<file path="src/rtl/spi_rx_pingpong_ctrl_pkg.sv">
// Shared types and sizing for the SPI receive ping-pong buffer manager.
// Optional drop counter is enabled in the top level with SPI_RX_DROP_CNT_EN.
package spi_pp_pkg;

    localparam int PP_DEPTH = 128;
    localparam int PP_AW    = 7;

    typedef enum logic [1:0] {
        BANK_EMPTY    = 2'd0,
        BANK_FILLING  = 2'd1,
        BANK_FULL     = 2'd2,
        BANK_DRAINING = 2'd3
    } bank_state_t;

    typedef enum logic [1:0] {
        DR_IDLE  = 2'd0,
        DR_ISSUE = 2'd1,
        DR_WAIT  = 2'd2
    } drain_state_t;

    // A bank holds a committed frame from FULL until its last byte leaves.
    function automatic logic bank_holds_frame(input bank_state_t s);
        return (s == BANK_FULL) || (s == BANK_DRAINING);
    endfunction

endpackage

</file>
<file path="src/rtl/spi_rx_pingpong_ctrl_if.sv">
// Bus bundle between the SPI slave / consumer side and the ping-pong controller.
interface spi_rx_pingpong_ctrl_if
    import spi_pp_pkg::*;
#(
    parameter int AW = PP_AW
);

    // Write side: wr_en / wr_finish are single-cycle pulses from the SPI slave.
    logic          wr_en;
    logic [AW-1:0] wr_addr;
    logic [7:0]    wr_data;
    logic          wr_finish;
    logic          wr_ready;

    // Read side: a byte transfers on a clock edge where rd_valid && rd_ready;
    // once rd_valid is high, rd_data/rd_last/rd_len hold until that transfer.
    logic [7:0]    rd_data;
    logic          rd_valid;
    logic          rd_ready;
    logic          rd_last;
    logic [AW:0]   rd_len;

    logic [1:0]    bank_full;
    drain_state_t  drain_state;

    modport slave (
        input  wr_en, wr_addr, wr_data, wr_finish, rd_ready,
        output wr_ready, rd_data, rd_valid, rd_last, rd_len, bank_full, drain_state
    );

    modport master (
        output wr_en, wr_addr, wr_data, wr_finish, rd_ready,
        input  wr_ready, rd_data, rd_valid, rd_last, rd_len, bank_full, drain_state
    );

endinterface

</file>
<file path="src/rtl/spi_rx_pingpong_ctrl_bank.sv">
// One DEPTH x 8 buffer bank: single write port, synchronous read port (1-cycle latency).
module spi_pp_bank
    import spi_pp_pkg::*;
#(
    parameter int DEPTH = PP_DEPTH,
    parameter int AW    = PP_AW
) (
    input  logic          clk,
    input  logic          we,
    input  logic [AW-1:0] waddr,
    input  logic [7:0]    wdata,
    input  logic          re,
    input  logic [AW-1:0] raddr,
    output logic [7:0]    rdata
);

    logic [7:0] mem [DEPTH];

    always_ff @(posedge clk) begin
        if (we) begin
            mem[waddr] <= wdata;
        end
        if (re) begin
            rdata <= mem[raddr];
        end
    end

endmodule

</file>
<file path="src/rtl/spi_rx_pingpong_ctrl.sv">
// Receive ping-pong manager: fills one bank from the SPI slave while draining the other.
// Define SPI_RX_DROP_CNT_EN to add the saturating drop_cnt output.
module spi_rx_pingpong_ctrl
    import spi_pp_pkg::*;
#(
    parameter int DEPTH = PP_DEPTH,
    parameter int AW    = PP_AW
) (
    input  logic                  clk,
    input  logic                  rst,
    spi_rx_pingpong_ctrl_if.slave bus
`ifdef SPI_RX_DROP_CNT_EN
    ,
    output logic [7:0]            drop_cnt
`endif
);

    localparam logic [AW:0] FULL_CNT = (AW+1)'(DEPTH);
    localparam logic [AW:0] CNT_ONE  = (AW+1)'(1);

    bank_state_t  bank_q [2];
    bank_state_t  bank_d [2];
    logic         wr_sel_q;
    logic         rd_sel_q;
    logic [AW:0]  cnt_q;
    logic [AW:0]  len_q [2];
    logic [AW:0]  cur_len;

    logic         wr_ready;
    logic         wr_accept;
    logic         wr_store;
    logic         commit;
    logic         drain_start;
    logic         pop;
    logic         last_hs;

    drain_state_t dr_q;
    drain_state_t dr_d;
    logic [AW:0]  nxt_q;
    logic [AW:0]  nxt_d;
    logic         rd_issue;
    logic         issue_last;
    logic [AW-1:0] issue_addr;
    logic         room;
    logic [2:0]   occ;

    logic         pend_q;
    logic         pend_last_q;
    logic [7:0]   bank_rdata [2];
    logic [7:0]   ram_rdata;

    logic [8:0]   fifo_mem [2];
    logic         fifo_wp_q;
    logic         fifo_rp_q;
    logic [1:0]   fifo_cnt_q;
    logic [8:0]   head;
    logic         rd_valid;

    // ---------------- write side ----------------
    assign wr_ready  = (bank_q[wr_sel_q] == BANK_EMPTY) || (bank_q[wr_sel_q] == BANK_FILLING);
    assign wr_accept = bus.wr_en & wr_ready;
    assign wr_store  = wr_accept & (cnt_q != FULL_CNT);
    assign commit    = bus.wr_finish & (bank_q[wr_sel_q] == BANK_FILLING) & (cnt_q != '0);
    assign cur_len   = len_q[rd_sel_q];

    always_ff @(posedge clk) begin
        if (rst) begin
            wr_sel_q <= 1'b0;
            cnt_q    <= '0;
            len_q[0] <= '0;
            len_q[1] <= '0;
        end else if (commit) begin
            len_q[wr_sel_q] <= cnt_q;
            wr_sel_q        <= ~wr_sel_q;
            cnt_q           <= '0;
        end else if (wr_store) begin
            cnt_q <= cnt_q + CNT_ONE;
        end
    end

    // ---------------- per-bank state ----------------
    // Write events only touch EMPTY/FILLING banks and read events only FULL/DRAINING
    // ones, so both may land in the same cycle without colliding.
    always_comb begin
        for (int i = 0; i < 2; i++) begin
            bank_d[i] = bank_q[i];
        end
        if (wr_store) bank_d[wr_sel_q] = BANK_FILLING;
        if (commit) bank_d[wr_sel_q] = BANK_FULL;
        if (drain_start) bank_d[rd_sel_q] = BANK_DRAINING;
        if (last_hs) bank_d[rd_sel_q] = BANK_EMPTY;
    end

    always_ff @(posedge clk) begin
        for (int i = 0; i < 2; i++) begin
            if (rst) bank_q[i] <= BANK_EMPTY;
            else     bank_q[i] <= bank_d[i];
        end
    end

    always_ff @(posedge clk) begin
        if (rst)          rd_sel_q <= 1'b0;
        else if (last_hs) rd_sel_q <= ~rd_sel_q;
    end

    // ---------------- drain engine: state register ----------------
    always_ff @(posedge clk) begin
        if (rst) begin
            dr_q  <= DR_IDLE;
            nxt_q <= '0;
        end else begin
            dr_q  <= dr_d;
            nxt_q <= nxt_d;
        end
    end

    assign drain_start = (dr_q == DR_IDLE) && (bank_q[rd_sel_q] == BANK_FULL);

    // A read may issue only if its word will still fit when it returns next cycle,
    // counting what is queued, what is in flight, and what leaves this cycle.
    assign occ  = {1'b0, fifo_cnt_q} + {2'b00, pend_q} - {2'b00, pop};
    assign room = (occ <= 3'd1);

    // ---------------- drain engine: next state ----------------
    always_comb begin
        dr_d  = dr_q;
        nxt_d = nxt_q;
        case (dr_q)
            DR_IDLE: begin
                if (drain_start) begin
                    nxt_d = CNT_ONE;
                    dr_d  = (cur_len == CNT_ONE) ? DR_WAIT : DR_ISSUE;
                end
            end
            DR_ISSUE: begin
                if (room) begin
                    nxt_d = nxt_q + CNT_ONE;
                    if (nxt_q == cur_len - CNT_ONE) dr_d = DR_WAIT;
                end
            end
            DR_WAIT: begin
                if (last_hs) dr_d = DR_IDLE;
            end
            default: dr_d = DR_IDLE;
        endcase
    end

    // ---------------- drain engine: outputs ----------------
    always_comb begin
        rd_issue   = 1'b0;
        issue_addr = nxt_q[AW-1:0];
        issue_last = 1'b0;
        case (dr_q)
            DR_IDLE: begin
                rd_issue   = drain_start;
                issue_addr = '0;
                issue_last = (cur_len == CNT_ONE);
            end
            DR_ISSUE: begin
                rd_issue   = room;
                issue_last = (nxt_q == cur_len - CNT_ONE);
            end
            default: begin
                rd_issue = 1'b0;
            end
        endcase
    end

    // ---------------- bank storage ----------------
    for (genvar g = 0; g < 2; g++) begin : g_bank
        spi_pp_bank #(
            .DEPTH(DEPTH),
            .AW   (AW)
        ) u_bank (
            .clk  (clk),
            .we   (wr_store && (wr_sel_q == 1'(g))),
            .waddr(bus.wr_addr),
            .wdata(bus.wr_data),
            .re   (rd_issue && (rd_sel_q == 1'(g))),
            .raddr(issue_addr),
            .rdata(bank_rdata[g])
        );
    end

    assign ram_rdata = bank_rdata[rd_sel_q];

    // ---------------- read pipeline and 2-entry output FIFO ----------------
    assign rd_valid = (fifo_cnt_q != 2'd0);
    assign head     = fifo_mem[fifo_rp_q];
    assign pop      = rd_valid & bus.rd_ready;
    assign last_hs  = pop & head[8];

    always_ff @(posedge clk) begin
        if (rst) begin
            pend_q      <= 1'b0;
            pend_last_q <= 1'b0;
            fifo_mem[0] <= '0;
            fifo_mem[1] <= '0;
            fifo_wp_q   <= 1'b0;
            fifo_rp_q   <= 1'b0;
            fifo_cnt_q  <= 2'd0;
        end else begin
            pend_q      <= rd_issue;
            pend_last_q <= issue_last;
            if (pend_q) begin
                fifo_mem[fifo_wp_q] <= {pend_last_q, ram_rdata};
                fifo_wp_q           <= ~fifo_wp_q;
            end
            if (pop) fifo_rp_q <= ~fifo_rp_q;
            fifo_cnt_q <= fifo_cnt_q + {1'b0, pend_q} - {1'b0, pop};
        end
    end

    assign bus.wr_ready    = wr_ready;
    assign bus.rd_valid    = rd_valid;
    assign bus.rd_data     = head[7:0];
    assign bus.rd_last     = rd_valid & head[8];
    assign bus.rd_len      = cur_len;
    assign bus.bank_full   = {bank_holds_frame(bank_q[1]), bank_holds_frame(bank_q[0])};
    assign bus.drain_state = dr_q;

`ifdef SPI_RX_DROP_CNT_EN
    logic       drop_act_q;
    logic       ovf_q;
    logic [7:0] drop_q;
    logic       drop_event;

    // One count per frame: the first refused byte, or the first byte past DEPTH.
    assign drop_event = (bus.wr_en & ~wr_ready & ~drop_act_q) |
                        (wr_accept & (cnt_q == FULL_CNT) & ~ovf_q);

    always_ff @(posedge clk) begin
        if (rst) begin
            drop_act_q <= 1'b0;
            ovf_q      <= 1'b0;
            drop_q     <= 8'd0;
        end else begin
            if (bus.wr_finish)                drop_act_q <= 1'b0;
            else if (bus.wr_en && !wr_ready)  drop_act_q <= 1'b1;
            if (commit)                                 ovf_q <= 1'b0;
            else if (wr_accept && (cnt_q == FULL_CNT))  ovf_q <= 1'b1;
            if (drop_event && (drop_q != 8'hFF)) drop_q <= drop_q + 8'd1;
        end
    end

    assign drop_cnt = drop_q;
`endif

endmodule

</file>
<file path="src/flat_wrapper.sv">
// flat-port wrapper written by rule: the top's interface ports become plain ports
module spi_rx_pingpong_ctrl_flat import spi_pp_pkg::*;
#(
    parameter int DEPTH = PP_DEPTH,
    parameter int AW    = PP_AW
)
  (clk, rst, bus_wr_en, bus_wr_addr, bus_wr_data, bus_wr_finish, bus_rd_ready, bus_wr_ready, bus_rd_data, bus_rd_valid, bus_rd_last, bus_rd_len, bus_bank_full, bus_drain_state);
  spi_rx_pingpong_ctrl_if #(.AW(AW)) bus_i ();
  input  logic clk;
  input  logic rst;
  input wire logic [$bits(bus_i.wr_en)-1:0] bus_wr_en;
  input wire logic [$bits(bus_i.wr_addr)-1:0] bus_wr_addr;
  input wire logic [$bits(bus_i.wr_data)-1:0] bus_wr_data;
  input wire logic [$bits(bus_i.wr_finish)-1:0] bus_wr_finish;
  input wire logic [$bits(bus_i.rd_ready)-1:0] bus_rd_ready;
  output wire logic [$bits(bus_i.wr_ready)-1:0] bus_wr_ready;
  output wire logic [$bits(bus_i.rd_data)-1:0] bus_rd_data;
  output wire logic [$bits(bus_i.rd_valid)-1:0] bus_rd_valid;
  output wire logic [$bits(bus_i.rd_last)-1:0] bus_rd_last;
  output wire logic [$bits(bus_i.rd_len)-1:0] bus_rd_len;
  output wire logic [$bits(bus_i.bank_full)-1:0] bus_bank_full;
  output wire logic [$bits(bus_i.drain_state)-1:0] bus_drain_state;
  assign bus_i.wr_en = bus_wr_en;
  assign bus_i.wr_addr = bus_wr_addr;
  assign bus_i.wr_data = bus_wr_data;
  assign bus_i.wr_finish = bus_wr_finish;
  assign bus_i.rd_ready = bus_rd_ready;
  assign bus_wr_ready = bus_i.wr_ready;
  assign bus_rd_data = bus_i.rd_data;
  assign bus_rd_valid = bus_i.rd_valid;
  assign bus_rd_last = bus_i.rd_last;
  assign bus_rd_len = bus_i.rd_len;
  assign bus_bank_full = bus_i.bank_full;
  assign bus_drain_state = bus_i.drain_state;
  spi_rx_pingpong_ctrl #(.DEPTH(DEPTH), .AW(AW)) u_core (.clk(clk), .rst(rst), .bus(bus_i));
endmodule
</file>
<file path="config.mk">
export PLATFORM = sky130hd
export DESIGN_NAME = spi_rx_pingpong_ctrl_flat
export DESIGN_NICKNAME = d
export VERILOG_FILES = /design/src/rtl/spi_rx_pingpong_ctrl_pkg.sv /design/src/rtl/spi_rx_pingpong_ctrl_if.sv /design/src/rtl/spi_rx_pingpong_ctrl_bank.sv /design/src/rtl/spi_rx_pingpong_ctrl.sv /design/src/flat_wrapper.sv
export SDC_FILE = /design/constraint.sdc
export NUM_CORES = 2
export LEC_CHECK = 0
export CORE_ASPECT_RATIO = 1.4
export CORE_MARGIN = 2
export CORE_UTILIZATION = 45
export CTS_CLUSTER_DIAMETER = 40
export DETAILED_ROUTE_END_ITERATION = 8
export DONT_BUFFER_PORTS = 1
export HOLD_SLACK_MARGIN = 0.03
export SLEW_MARGIN = 0
export SYNTH_ARGS = -nofsm -noshare
export SYNTH_HDL_FRONTEND = slang
export SYNTH_SLANG_ARGS = --single-unit
</file>
<file path="constraint.sdc">
create_clock -name clk -period 8.35 [get_ports clk]
set_input_delay 0.4175 -clock clk [delete_from_list [all_inputs] [get_ports clk]]
set_output_delay 0.4175 -clock clk [all_outputs]
set_load 0.02 [all_outputs]
</file>
* After elaboration in Yosys (flattened, before gate mapping)
Memory sizes are Yosys's and may differ from the RTL's. A register that Yosys moved wholly into a read port is not among the register bits. Cells that the tools add are included.
Word-level totals: register bits 26, bits in writable memories 2086, memory bits (read-only) 0, memories 5, latch bits 0, logic and storage cells 138, output and inout port bits 23, input bits 20
Memories:
- u_core.g_bank[0].u_bank.mem | depth 128, bits a word 8, rd ports 1, clocked after memory_dff 1, write ports 1, RTL line spi_rx_pingpong_ctrl_bank.sv:17 | logic [7:0] mem [DEPTH];
- u_core.g_bank[1].u_bank.mem | depth 128, bits a word 8, rd ports 1, clocked after memory_dff 1, write ports 1, RTL line spi_rx_pingpong_ctrl_bank.sv:17
- u_core.fifo_mem | depth 2, bits a word 9, rd ports 1, clocked after memory_dff 1, write ports 2, RTL line spi_rx_pingpong_ctrl.sv:52 | logic [8:0] fifo_mem [2];
- u_core.len_q | depth 2, bits a word 8, rd ports 1, clocked after memory_dff 1, write ports 2, RTL line spi_rx_pingpong_ctrl.sv:26 | logic [AW:0] len_q [2];
- u_core.bank_q | depth 2, bits a word 2, rd ports 4, clocked after memory_dff 2, write ports 2, RTL line spi_rx_pingpong_ctrl.sv:21 | bank_state_t bank_q [2];
Operators by class: reductions and logical operators 20, divide/modulo/power cells 0, $mul 0, eq/ne operators 15, muxes and demuxes 52, add/subtract/negate cells 7, bitwise gates (word level) 24, $lt $le $gt $ge 5, shift operators 0
Operators with widths (count):
- two-way mux 8 bit | 6
- two-way mux 1 bit | 25
- two-way mux 2 bit | 9
- adder 8 x 1 -> 8 bit, second input constant | 2
- two-way mux 4 bit | 4
- one-hot mux 8 bit (2 select lines) | 1
- == test 2 bit, second input constant | 6
- two-way mux 9 bit | 1
- OR reduction 9 bit | 1
- == test 8 x 1 -> 1 bit, second input constant | 1
- == test 8 bit | 1
- != test 2 x 1 -> 1 bit, second input constant | 4
- != test 8 bit, second input constant | 1
- nonzero test 8 bit | 1
- OR reduction 8 bit | 1
- subtractor 8 x 1 -> 8 bit, second input constant | 1
- bitwise AND 1 bit | 7
- logical AND 1 bit | 7
- two-way mux 7 bit | 1
- one-hot mux 2 bit (3 select lines) | 1
- bitwise AND 2 bit | 2
- bitwise AND 4 bit | 1
- demux 2 bit (select 1 bit) | 2
- == test 2 x 1 -> 1 bit, second input constant | 2
- other kinds (21) | 35

* Logic depth before layout (Yosys ltp)
depth after elaboration 15, gate-level depth with buffers 14, depth with buffers taken out 14

* By module
From an unflattened synthesis, not the netlist that was laid out.
Unflattened totals: cell total of the unflattened synthesis 3604, area total of the unflattened synthesis 82922.0 sq um
Modules (own cells, without submodules):
- spi_pp_bank | cells each 1635, sequential area each 30989.7 sq um, instances 2, area an instance 39745.6 sq um
- spi_rx_pingpong_ctrl | cells each 334, sequential area each 1681.6 sq um, instances 1, area an instance 3430.8 sq um

* Least setup slack after synthesis
No wires, ideal clock.
kind register to register, start point register u_core.fifo_cnt_q[1], end point register u_core.g_bank[0].u_bank.rdata[0] (read register of u_core.g_bank[0].u_bank.mem) (enable), library setup time 0.370 ns, period minus slack after synthesis 3.177 ns, required time 7.980 ns, path slack 5.173 ns, buffers on the path 0, stages on the path, launching flop included 13, data arrival time 2.807 ns, path through dfxtp_1 nor2_1 inv_1 nand2_1 inv_1 ha_1 inv_1 ha_1 fa_1 xnor2_1 nor4b_1 nor2_1 nor2_1
On the way: longest elaborated chain between the ends 6, elaborated cells on any way between the ends 7, those cells by class 2 x add/sub; 1 x order compare; 1 x mux; 1 x bitwise; 2 x reduce/logical
RTL lines:
- start: declaration | RTL line spi_rx_pingpong_ctrl.sv:55 | logic [1:0] fifo_cnt_q;
- start signal: assignment | RTL line spi_rx_pingpong_ctrl.sv:210 | fifo_cnt_q <= fifo_cnt_q + {1'b0, pend_q} - {1'b0, pop};
- nonzero test 2 bit | RTL line spi_rx_pingpong_ctrl.sv:188 | assign rd_valid = (fifo_cnt_q != 2'd0);
- named net bus_rd_valid | RTL line flat_wrapper.sv:18 | output wire logic [$bits(bus_i.rd_valid)-1:0] bus_rd_valid;
- bitwise AND 1 bit | RTL line spi_rx_pingpong_ctrl.sv:190 | assign pop = rd_valid & bus.rd_ready;
- named net u_core.pop | RTL line spi_rx_pingpong_ctrl.sv:34 | logic pop;
- subtractor 3 x 1 -> 3 bit | RTL line spi_rx_pingpong_ctrl.sv:121 | assign occ = {1'b0, fifo_cnt_q} + {2'b00, pend_q} - {2'b00, pop};
- less-or-equal comparator 3 x 1 -> 1 bit | RTL line spi_rx_pingpong_ctrl.sv:122 | assign room = (occ <= 3'd1);
- one-hot mux 1 bit (2 select lines) | RTL line spi_rx_pingpong_ctrl.sv:153 | case (dr_q)
- logical AND 1 bit | RTL line spi_rx_pingpong_ctrl.sv:179 | .re (rd_issue && (rd_sel_q == 1'(g))),
- named net u_core.g_bank[0].u_bank.re | RTL line spi_rx_pingpong_ctrl_bank.sv:12 | input logic re,
- end: declaration | RTL line spi_rx_pingpong_ctrl_bank.sv:14 | output logic [7:0] rdata
The timed path passes the listed nets, and every way through them passes these cells. A chain may end at the register's enable or synchronous reset.

* Final worst setup path
start point register u_core.nxt_q[0], end point register u_core.g_bank[0].u_bank.rdata[0] (read register of u_core.g_bank[0].u_bank.mem), data pin
On the way: longest elaborated chain between the ends 1
RTL lines:
- start: declaration | RTL line spi_rx_pingpong_ctrl.sv:39 | logic [AW:0] nxt_q;
- start signal: assignment | RTL line spi_rx_pingpong_ctrl.sv:113 | nxt_q <= nxt_d;
- two-way mux 7 bit | RTL line spi_rx_pingpong_ctrl.sv:153
No other way between the ends.

==> metrics.md <==
| Metric | Value |
|---|---|
| Quantity of I/O buffers inserted on ports | 0 |
| Critical path cell sequence | buf_12, buf_4, buf_4, nor3_1, nor4_1, o22ai_1, o31ai_1, and4_1 |
| Critical Path Source Type | flip-flop |
| Clock period minus final worst setup slack | 5.230 ns |
| Max-capacitance violation count | 2 |
| Async set-reset flop share out of synthesis | 0 |
| Count of nets left with antenna violations after detail routing | 0 |
| Die outline width | 372.9 µm |
| IR drop worst, VDD | 0.1618 mV |
| Sinks on Clock Net | 2,131 |
| I/O pin total | 43 |
| Multiplexer area fraction after synthesis | 0.03638 |
| Netlist area before placement | 85,740 µm² |
| Initial antenna violation count | 15 |
| Leading area contributor after synthesis | sky130_fd_sc_hd__edfxtp_1 |
| Clock root buffer | sky130_fd_sc_hd__clkbuf_16 |
| Via count of the first global-routing pass | 50,890 |
| Maximum number of buffers from clock root to sink | 4 |
| Synthesized-area fraction occupied by and/or/nand/nor cells | 0.1099 |
| Average cell area after synthesis | 15.06 µm² |
| Setup clock skew after layout | 0.08569 ns |
| Overall overflow remaining after global route | 0 |
| TritonCTS Buffers | 216 |
| First-pass detailed-route iteration total | 7 |
| Number of enable flip-flop cells after synthesis | 2,098 |
| Floorplan die area | 194,100 µm² |
| Required time at the endpoint of the critical path | 9.07 ns |
| Violations in the final reports | design-rule violations, max-capacitance violations, max-slew violations |
| Drt first-iter violations | 5,233 |
| Overall power consumption | 22.30 mW |
| Synthesis-stage register bit count | 2,131 |
| Adder-cell share of the synthesized area | 0.001255 |
| Final standard cell area without fillers | 95,110 µm² |
| Data arrival time of the critical path | 5.95 ns |
| Share of the clock period used by the worst path | 0.6263 |
| Post-synthesis to final-layout area growth | 10.93% |
| Non-filler cells, final | 8,205 |
| Number of rows created at floorplan | 189 |
| DR DRC count | 2 |
| Setup CP Type | reg -> reg |
| Global-route total usage across every layer | 0.2454 |
| Leading post-synthesis cells by cell area | sky130_fd_sc_hd__edfxtp_1 73%, sky130_fd_sc_hd__nor3_1 3.6%, sky130_fd_sc_hd__mux2_2 2.6%, sky130_fd_sc_hd__nor2_1 2.5%, sky130_fd_sc_hd__o31ai_1 2.1% |
| Power per Cell Area | 234.5 nW/µm² |
| Per-cell routed wire length | 29.58 µm |
| Area share of the largest cell type after synthesis | 0.7348 |
| Worst-margin pin slew | 1.654 ns |
| Top post-synthesis cells by count | 2,098 x sky130_fd_sc_hd__edfxtp_1, 624 x sky130_fd_sc_hd__nor3_1, 571 x sky130_fd_sc_hd__nor2_1, 276 x sky130_fd_sc_hd__clkbuf_1, 238 x sky130_fd_sc_hd__o31ai_1 |
| TritonCTS clock tree | yes |
| Wire length reported by the detailed router | 242.7 mm |
| Share of synthesized area occupied by flip-flops and latches | 0.7425 |
| Crit path setup slack, layout | 3.120 ns |
| Starting density of the core | 0.4527 |
| Clock-pin transition on the worst setup and hold timing paths | 0.06 ns |
| Wire length of the first global-routing pass | 353.9 mm |
| Dominant cell by count in the synthesized netlist | sky130_fd_sc_hd__edfxtp_1 |
| Hold/Removal Path Class | in -> reg |
| Total instance count after detailed placement | 7,773 |
| Fraction of final layout cells sized beyond drive strength 1 | 0.1151 |
| Final sum of negative setup slack | 0 ns |
| Largest net degree at the start of global routing | 257 |
| Achievable Freq | 0.1912 GHz |
| Largest family of logic cells by synthesized area | simple AND/OR/NAND/NOR gates |
| Run status | finished with violations |
| Prevailing post-synth register cell | sky130_fd_sc_hd__edfxtp_1 |
| Ratio of routed vias to standard cells | 6.268 |
| Critical-path top delay cell | sky130_fd_sc_hd__buf_4 |
| Slowest cell delay on critical path | 0.89 ns |
| Total count of hold-check failures in the final report | 0 |
| Synth unique cells | 61 |
| Depth of the CTS H-tree | 4 |
| Core Region | 189,400 µm² |
| Area after detailed placement | 87,690 µm² |
| Unrepaired setup endpoints after global routing | no |
| Xor and xnor area share after synthesis | 0.002554 |
| Worst-Skew Late Latency | 0.85 ns |
| Height of the die | 520.5 µm |
| Cell repeated most along the worst path | sky130_fd_sc_hd__buf_4 |
| Count of vias placed by the detailed router | 51,430 |
| Pins over their slew limit | 198 |
| Post-Syn Nets | 5,721 |
| Crit. End Element | flip-flop |
| Synthesis Warnings | 0 |
| Worst slack at placement | 3.291 ns |
| Final weighted congestion in routability-driven placement | 0.8239 |
| Slew Limit Headroom | -0.1024 |
| Total number of nets in the final design | 5,560 |
| Count of endpoints failing setup in the final report | 0 |
| Number of fill cells | 15,580 |
| Synth Area in Compound Gates | 0.08112 |
| P_leak | 28.22 nW |
| Instance count of the mapped netlist | 5,693 |
| Post-CTS resize count | 0 |
| Post-DP HPWL | 133.5 mm |
| Largest fanout of any net on the critical path | 190 |
==> state kept, by name (all words and copies together), names as in the netlist, named ones only <==
name                        cells
u_core.bus.drain_state          2
u_core.fifo_wp_q                1
u_core.len_q                   16
u_core.rd_sel_q                 1
u_core.g_bank.u_bank.mem     2048
u_core.fifo_mem                18
u_core.fifo_cnt_q               2
u_core.fifo_rp_q                1
u_core.pend_last_q              1
u_core.bank_q                   4
u_core.cnt_q                    8
u_core.g_bank.u_bank.rdata     16
u_core.pend_q                   1
u_core.nxt_q                    8
u_core.wr_sel_q                 1
==> path summary, 6_finish.rpt <==
kind	startpoint	endpoint	slack (ns)	cells after the start
max	u_core.nxt_q[0]$_SDFFE_PP0P_	u_core.g_bank[0].u_bank.rdata[0]$_DFFE_PP_	3.12	8
min	rst	u_core.fifo_mem[1][8]$_SDFFCE_PN0P_	0.08	2
max reg2reg	u_core.nxt_q[0]$_SDFFE_PP0P_	u_core.g_bank[0].u_bank.rdata[0]$_DFFE_PP_	3.12	8
min reg2reg	u_core.fifo_rp_q$_SDFFE_PP0P_	flip-flop	0.51	2
==> stage by stage <==
step                hold slack, ns  utilization
floorplan                   0.4725            -
global placement            0.4878       0.4626
detailed placement          0.4855       0.4630
CTS                        0.03519       0.5018
global route                0.1064       0.5021
finish                     0.07873       0.5021
==> logic make-up after synthesis <==
kind of cell | count (synthesis)
flops | 2131
simple gates | 1809
compound gates | 924
buf+inv | 513
mux | 283
xor+xnor | 25
fa+ha+maj | 8
==> cells in the final DEF, fill, tap and decap left out, types with 54 or more instances in the layout <==
| cell | n |
|---|---|
| sky130_fd_sc_hd__o21ai_0 | 122 |
| sky130_fd_sc_hd__clkbuf_16 | 219 |
| sky130_fd_sc_hd__buf_4 | 73 |
| sky130_fd_sc_hd__a2111oi_0 | 60 |
| sky130_fd_sc_hd__mux2i_1 | 81 |
| sky130_fd_sc_hd__nor3_1 | 623 |
| sky130_fd_sc_hd__a211oi_1 | 55 |
| sky130_fd_sc_hd__o22ai_1 | 130 |
| sky130_fd_sc_hd__or4_1 | 83 |
| sky130_fd_sc_hd__o311a_1 | 81 |
| sky130_fd_sc_hd__or3_1 | 54 |
| sky130_fd_sc_hd__nor3b_1 | 208 |
| sky130_fd_sc_hd__nor2_1 | 571 |
| sky130_fd_sc_hd__edfxtp_1 | 2098 |
| sky130_fd_sc_hd__nor4_1 | 129 |
| sky130_fd_sc_hd__o221ai_1 | 109 |
| sky130_fd_sc_hd__o31ai_1 | 236 |
| sky130_fd_sc_hd__mux2_2 | 199 |
==> worst max-delay path, delay by kind of cell (launching register included) <==
kind / cells / cell delay (ns)
compound gates: 2 / 1.20
simple gates: 3 / 0.87
flops: 1 / 0.45
buf+inv: 3 / 2.24
==> final cells by class <==
| class | instances | area [µm²] | share of cell area |
|---|---|---|---|
| inverters | 22 | 82.58 | 0.0008682 |
| diodes | 22 | 55.05 | 0.0005788 |
| clock inverters | 129 | 1242 | 0.01306 |
| repair buffers | 112 | 1338 | 0.01406 |
| well taps | 2483 | 3107 | 0.03266 |
| multi-input cells | 3049 | 19990 | 0.2102 |
| flip-flops and latches | 2131 | 63670 | 0.6695 |
| clock buffers | 257 | 5623 | 0.05912 |
==> where the power goes <==
group	switching [mW]	leakage [nW]	internal, mW
clock network	4.11	3.35	5.43
registers	0.0482	19.2	11.8
logic	0.688	5.70	0.231
total	4.85	28.2	17.5
==> repair_timing <==
item                                   in CTS  in global routing
hold buffers                               24                  0
endpoints found under the hold margin    1567                  0
setup buffers                               0                  0
==> per-layer routing <==
metal | global-route usage | vias to the layer above | wire, µm
li1 | - | 22460 | -
met1 | 0.3012 | 26260 | 91640
met2 | 0.4195 | 2160 | 120400
met3 | 0.03859 | 544 | 16610
met4 | 0.1281 | 6 | 13940
met5 | 0 | - | 48
Note: power is estimated with default switching activity, not from simulation.
